## src/rtl/uart_frame_parser.sv

```systemverilog
// Parses HEADER, 7 payload bytes, CTRL and an 8-bit additive checksum from a UART byte stream.
// A good frame updates rx_data/light; checksum failures and inter-byte timeouts pulse frame_err.
module uart_frame_parser #(
  parameter int unsigned CLK_FRE    = 50,
  parameter int unsigned TIMEOUT_US = 2000,
  parameter logic [7:0]  HEADER     = 8'hA5
) (
  input  logic        clk,
  input  logic        rst_n,
  input  logic [7:0]  byte_data,
  input  logic        byte_valid,
  output logic [55:0] rx_data,
  output logic        light,
  output logic        frame_done,
  output logic        frame_err,
  output logic [7:0]  err_cnt
);

  localparam int unsigned LIMIT = (CLK_FRE * TIMEOUT_US == 0) ? 1 : CLK_FRE * TIMEOUT_US;
  localparam int unsigned TW    = $clog2(LIMIT + 1);

  typedef enum logic [1:0] {
    IDLE,
    PAYLOAD,
    CTRL,
    CHECK
  } state_t;

  state_t        state_q, state_d;
  logic [2:0]    idx_q;
  logic [7:0]    sum_q;
  logic [TW-1:0] tmo_q;
  logic [55:0]   shadow_q;
  logic [7:0]    ctrl_q;

  logic start, shift_en, ctrl_en, good, bad, expire;

  // A byte arriving in the expiry cycle suppresses the timeout.
  assign expire = (state_q != IDLE) && !byte_valid && (tmo_q == TW'(LIMIT - 1));

  always_comb begin
    state_d  = state_q;
    start    = 1'b0;
    shift_en = 1'b0;
    ctrl_en  = 1'b0;
    good     = 1'b0;
    bad      = 1'b0;
    if (expire) begin
      state_d = IDLE;
      bad     = 1'b1;
    end else if (byte_valid) begin
      case (state_q)
        IDLE: begin
          if (byte_data == HEADER) begin
            start   = 1'b1;
            state_d = PAYLOAD;
          end
        end
        PAYLOAD: begin
          shift_en = 1'b1;
          if (idx_q == 3'd6) state_d = CTRL;
        end
        CTRL: begin
          ctrl_en = 1'b1;
          state_d = CHECK;
        end
        CHECK: begin
          state_d = IDLE;
          if (byte_data == sum_q) good = 1'b1;
          else                    bad  = 1'b1;
        end
        default: state_d = IDLE;
      endcase
    end
  end

  always_ff @(posedge clk) begin
    if (!rst_n) begin
      state_q    <= IDLE;
      idx_q      <= '0;
      sum_q      <= '0;
      tmo_q      <= '0;
      shadow_q   <= '0;
      ctrl_q     <= '0;
      rx_data    <= '0;
      light      <= 1'b0;
      frame_done <= 1'b0;
      frame_err  <= 1'b0;
      err_cnt    <= '0;
    end else begin
      state_q    <= state_d;
      frame_done <= good;
      frame_err  <= bad;

      if (bad && (err_cnt != '1)) err_cnt <= err_cnt + 8'd1;

      if (byte_valid || (state_q == IDLE) || expire) tmo_q <= '0;
      else                                           tmo_q <= tmo_q + TW'(1);

      if (start || expire) begin
        idx_q    <= '0;
        sum_q    <= '0;
        shadow_q <= '0;
        ctrl_q   <= '0;
      end else if (shift_en) begin
        shadow_q <= {shadow_q[47:0], byte_data};
        idx_q    <= idx_q + 3'd1;
        sum_q    <= sum_q + byte_data;
      end else if (ctrl_en) begin
        ctrl_q <= byte_data;
        sum_q  <= sum_q + byte_data;
      end

      if (good) begin
        rx_data <= shadow_q;
        light   <= ctrl_q[0];
      end
    end
  end

endmodule

```

## config.mk

```make
export PLATFORM = sky130hd
export DESIGN_NAME = uart_frame_parser
export DESIGN_NICKNAME = d
export VERILOG_FILES = /design/src/rtl/uart_frame_parser.sv
export SDC_FILE = /design/constraint.sdc
export NUM_CORES = 1
export LEC_CHECK = 0
export CAP_MARGIN = 20
export CORE_MARGIN = 1
export CORE_UTILIZATION = 50
export DETAILED_ROUTE_END_ITERATION = 12
export PLACE_DENSITY = 0.77
export SYNTH_ARGS = -nofsm -noshare
export SYNTH_HDL_FRONTEND = slang
export SYNTH_SLANG_ARGS = --single-unit
```

## constraint.sdc

```tcl
create_clock -name clk -period 3.1 [get_ports clk]
set_input_delay 0.62 -clock clk [delete_from_list [all_inputs] [get_ports clk]]
set_output_delay 0.62 -clock clk [all_outputs]
set_load 0.005 [all_outputs]
```

==> metrics.md <==
| Metric | Value |
|---|---|
| Static Leakage | `2.47 nW` |
| Initial Utilization | `52.0%` |
| Post-synth cell types | `41` |
| Routed Wire Length | `13500 µm` |
| Worst setup path category | `primary input to flop` |
| Simple-gate portion of the synthesized area | `24.8%` |
| DRC | `6` |
| Pin count of the biggest net entering global routing | `61` |
| GR Overflow Total | `0` |
| Post-synthesis xor/xnor area fraction | `3.50%` |
| Htree depth | `4` |
| Ant diodes | `0` |
| Final min period | `2480 ps` |
| Number of I/O port buffers | `77` |
| Sequential fraction of the synthesis area | `51.3%` |
| Core area | `11600 µm²` |
| Final slew viol count | `0` |
| Synth Instances | `748` |
| Reg2reg path depth | `6` |
| Clk_skew | `9.36 ps` |
| Clock Sinks | `154` |
| Fin crit share | `80.0%` |
| Fill cell count | `974` |
| Fraction of layout cells with a size suffix above 1 | `5.96%` |
| Clk Latency, worst-skew pair | `420 ps` |
| Cells on Worst Hold Path | `2` |
| Synth Warn # | `0` |
| Max Root-Sink Buffers | `2` |
| RD Place Congestion | `0.832` |
| Ports | `78` |
| Post-CTS resize count | `0` |
| Setup Viol. Count Final | `0` |
| Synth Area in Compound Gates | `12.8%` |
| Hold_buf cts | `0` |
| Buffer count from post-CTS setup fixing | `0` |
| Wire per inst | `14.0 µm` |
| RSZ-0062 raised after global routing | `no` |
| Post-DP HPWL | `8880 µm` |
| Maximum vdd ir drop | `0.259 mV` |
| Total track usage | `22.9%` |
| Vias per cell | `5.36` |
| Num rows | `39` |
| Antenna Nets Post-Route | `0` |
| CTS Root Buffer Type | `clkbuf_16` |
| Hold Path Class | `flop to flop` |
| Failing checks | `design-rule violations` |
| Vias | `5177` |
| Max Cap Viol | `0` |
| PwrDens | `531 nW/µm²` |
| Initial detailed-routing violation count | `290` |
| Fmax | `403 MHz` |
| Synthesis-to-layout area growth | `24.5%` |
| Worst-Margin Slew | `727 ps` |
| Die Y | `112 µm` |
| Net Count, Synth | `776` |
| CP startpoint kind | `primary input` |
| Num CTS Buffers | `17` |
| CTS clk-pin slew, worst paths | `60 ps` |
| Vias in the first global route | `5023` |
| Cells after DPL | `933` |
| Layout Cells excl Fill | `965` |
| Outcome | `finished with violations` |
| Die ar. | `12500 µm²` |
| Critical path arrival | `2820 ps` |
| Final hold violation count | `0` |
| Chip width | `112 µm` |
| Largest family of logic cells by synthesized area | `simple AND/OR/NAND/NOR gates` |
| Setup total negative slack | `0 ps` |
| Crit Path Max Fanout | `57` |
| Initial antenna violation count | `0` |
| Synthesized area | `6010 µm²` |
| Critical Path Sink Type | `flop` |
| Final #Nets | `837` |
| Router iterations before antenna repair | `9` |
| CTS tree | `yes` |
| Adder-cell share of the synthesized area | `3.66%` |
| First-pass GRT wire length | `23000 µm` |
| #FFs+latches synth | `154` |
| Required time worst endpoint | `3440 ps` |
| Mux cell area share after synthesis | `0.499%` |
| Mean Syn Cell Area | `8.04 µm²` |
| Relative slew slack | `51.4%` |
area by class of cell:
| cell class | instances | area, µm² | area share, % |
|---|---|---|---|
| well taps | 143 | 179 | 2.39 |
| inverters | 11 | 41.3 | 0.552 |
| repair buffers | 85 | 893 | 11.9 |
| flip-flops and latches | 154 | 3080 | 41.2 |
| clock buffers | 17 | 425 | 5.68 |
| clock inverters | 15 | 128 | 1.71 |
| multi-input cells | 540 | 2740 | 36.5 |
cell families (layout without fill, tap and decap cells):
group,after synthesis,after routing
adder cells (fa/ha/maj),17,17
buffers and inverters,54,128
AND/OR/NAND/NOR,349,349
flip-flops,154,154
XOR/XNOR,24,24
multiplexers,3,3
AO/OA/AOI/OAI,147,147
final timing paths:
kind,startpoint,endpoint,slack [ps]
max,byte_data[4],rx_data[25]$_SDFFE_PN0P_,620
min,rx_data[21]$_SDFFE_PN0P_,rx_data[21]$_SDFFE_PN0P_,450
max reg2reg,tmo_q[5]$_SDFF_PP0_,err_cnt[3]$_SDFFE_PN0P_,830
min reg2reg,rx_data[21]$_SDFFE_PN0P_,rx_data[21]$_SDFFE_PN0P_,450
per-stage QoR:
stage / setup slack [ps] / hold WS [ps] / util (%) / cell area, µm² / power, W
5_1_grt: 528 / 471 / 64.7 / 7480 / 0.00412
4_1_cts: 644 / 454 / 64.7 / 7480 / 0.00401
2_1_floorplan: 669 / 431 / - / 6010 / 0.00207
6_report: 619 / 455 / 64.7 / 7480 / 0.00398
3_5_place_dp: 233 / 446 / 59.9 / 6930 / 0.00210
3_3_place_gp: 276 / 440 / 59.9 / 6930 / 0.00210
critical path: stages:
cell             delay [ps]
clkdlybuf4s50_1         480
ha_1                    410
nor4_1                  320
and3_1                  240
and3_2                  220
buf_12                  230
nand2_1                 110
a21oi_1                 160
registers in the layout, indices dropped and copies added, names as in the netlist:
register	flops
frame_err	1
idx_q	3
shadow_q	56
err_cnt	8
tmo_q	17
rx_data	56
light	1
ctrl_q	1
state_q	2
sum_q	8
frame_done	1
where the power goes:
part / internal (W) / leakage [nW] / switching [W]
Clock: 0.00105 / 0.274 / 0.000867
Sequential: 0.00198 / 1.24 / 0.000000493
Combinational: 0.0000262 / 0.956 / 0.0000505
Total: 0.00306 / 2.47 / 0.000918
synthesized netlist by cell type:
master	n	area, µm²
nand2_1	255	957
dfxtp_1	154	3080
a21oi_1	128	641
nor2_1	41	154
clkbuf_1	35	131
ha_1	16	200
nand3_1	15	75.1
xor2_1	13	114
xnor2_1	11	96.3
inv_1	10	37.5
nor3_1	6	30.0
nand4_1	5	31.3
and3_1	4	25.0
buf_1	4	15.0
buf_2	4	20.0
o21ai_0	4	20.0
a211oi_1	3	22.5
mux2i_1	3	30.0
nor4_4	3	63.8
or3_1	3	18.8
or4_1	3	22.5
a31oi_1	2	12.5
and4_1	2	17.5
nand3b_1	2	15.0
nor2b_1	2	12.5
nor4bb_1	2	20.0
o21ai_1	2	10.0
o21bai_1	2	15.0
o41ai_1	2	17.5
a21bo_1	1	10.0
and2_1	1	6.26
fa_1	1	20.0
inv_2	1	3.75
nand2b_1	1	6.26
nor3b_1	1	7.51
nor4_1	1	6.26
nor4b_1	1	8.76
o211ai_1	1	7.51
o21a_1	1	7.51
o31ai_1	1	7.51
or4b_4	1	13.8
cells in the final DEF, fill, tap and decap left out, types with 11 or more instances in the layout:
cell type and instances:
a21oi_1 128, clkbuf_16 17, clkdlybuf4s50_1 77, dfxtp_1 154
ha_1 16, nand2_1 255, nand3_1 13, nor2_1 41
xnor2_1 11, xor2_1 13
metal layers:
metal | vias to the layer above | track usage [%] | share of wire, %
met1 | 2434 | 27.6 | 43
met5 | - | 0 | 0
met2 | 125 | 38.9 | 50
li1 | 2591 | - | -
met3 | 27 | 4.90 | 4.1
met4 | 0 | 10.6 | 2.2
(Power assumes the default switching activity.)
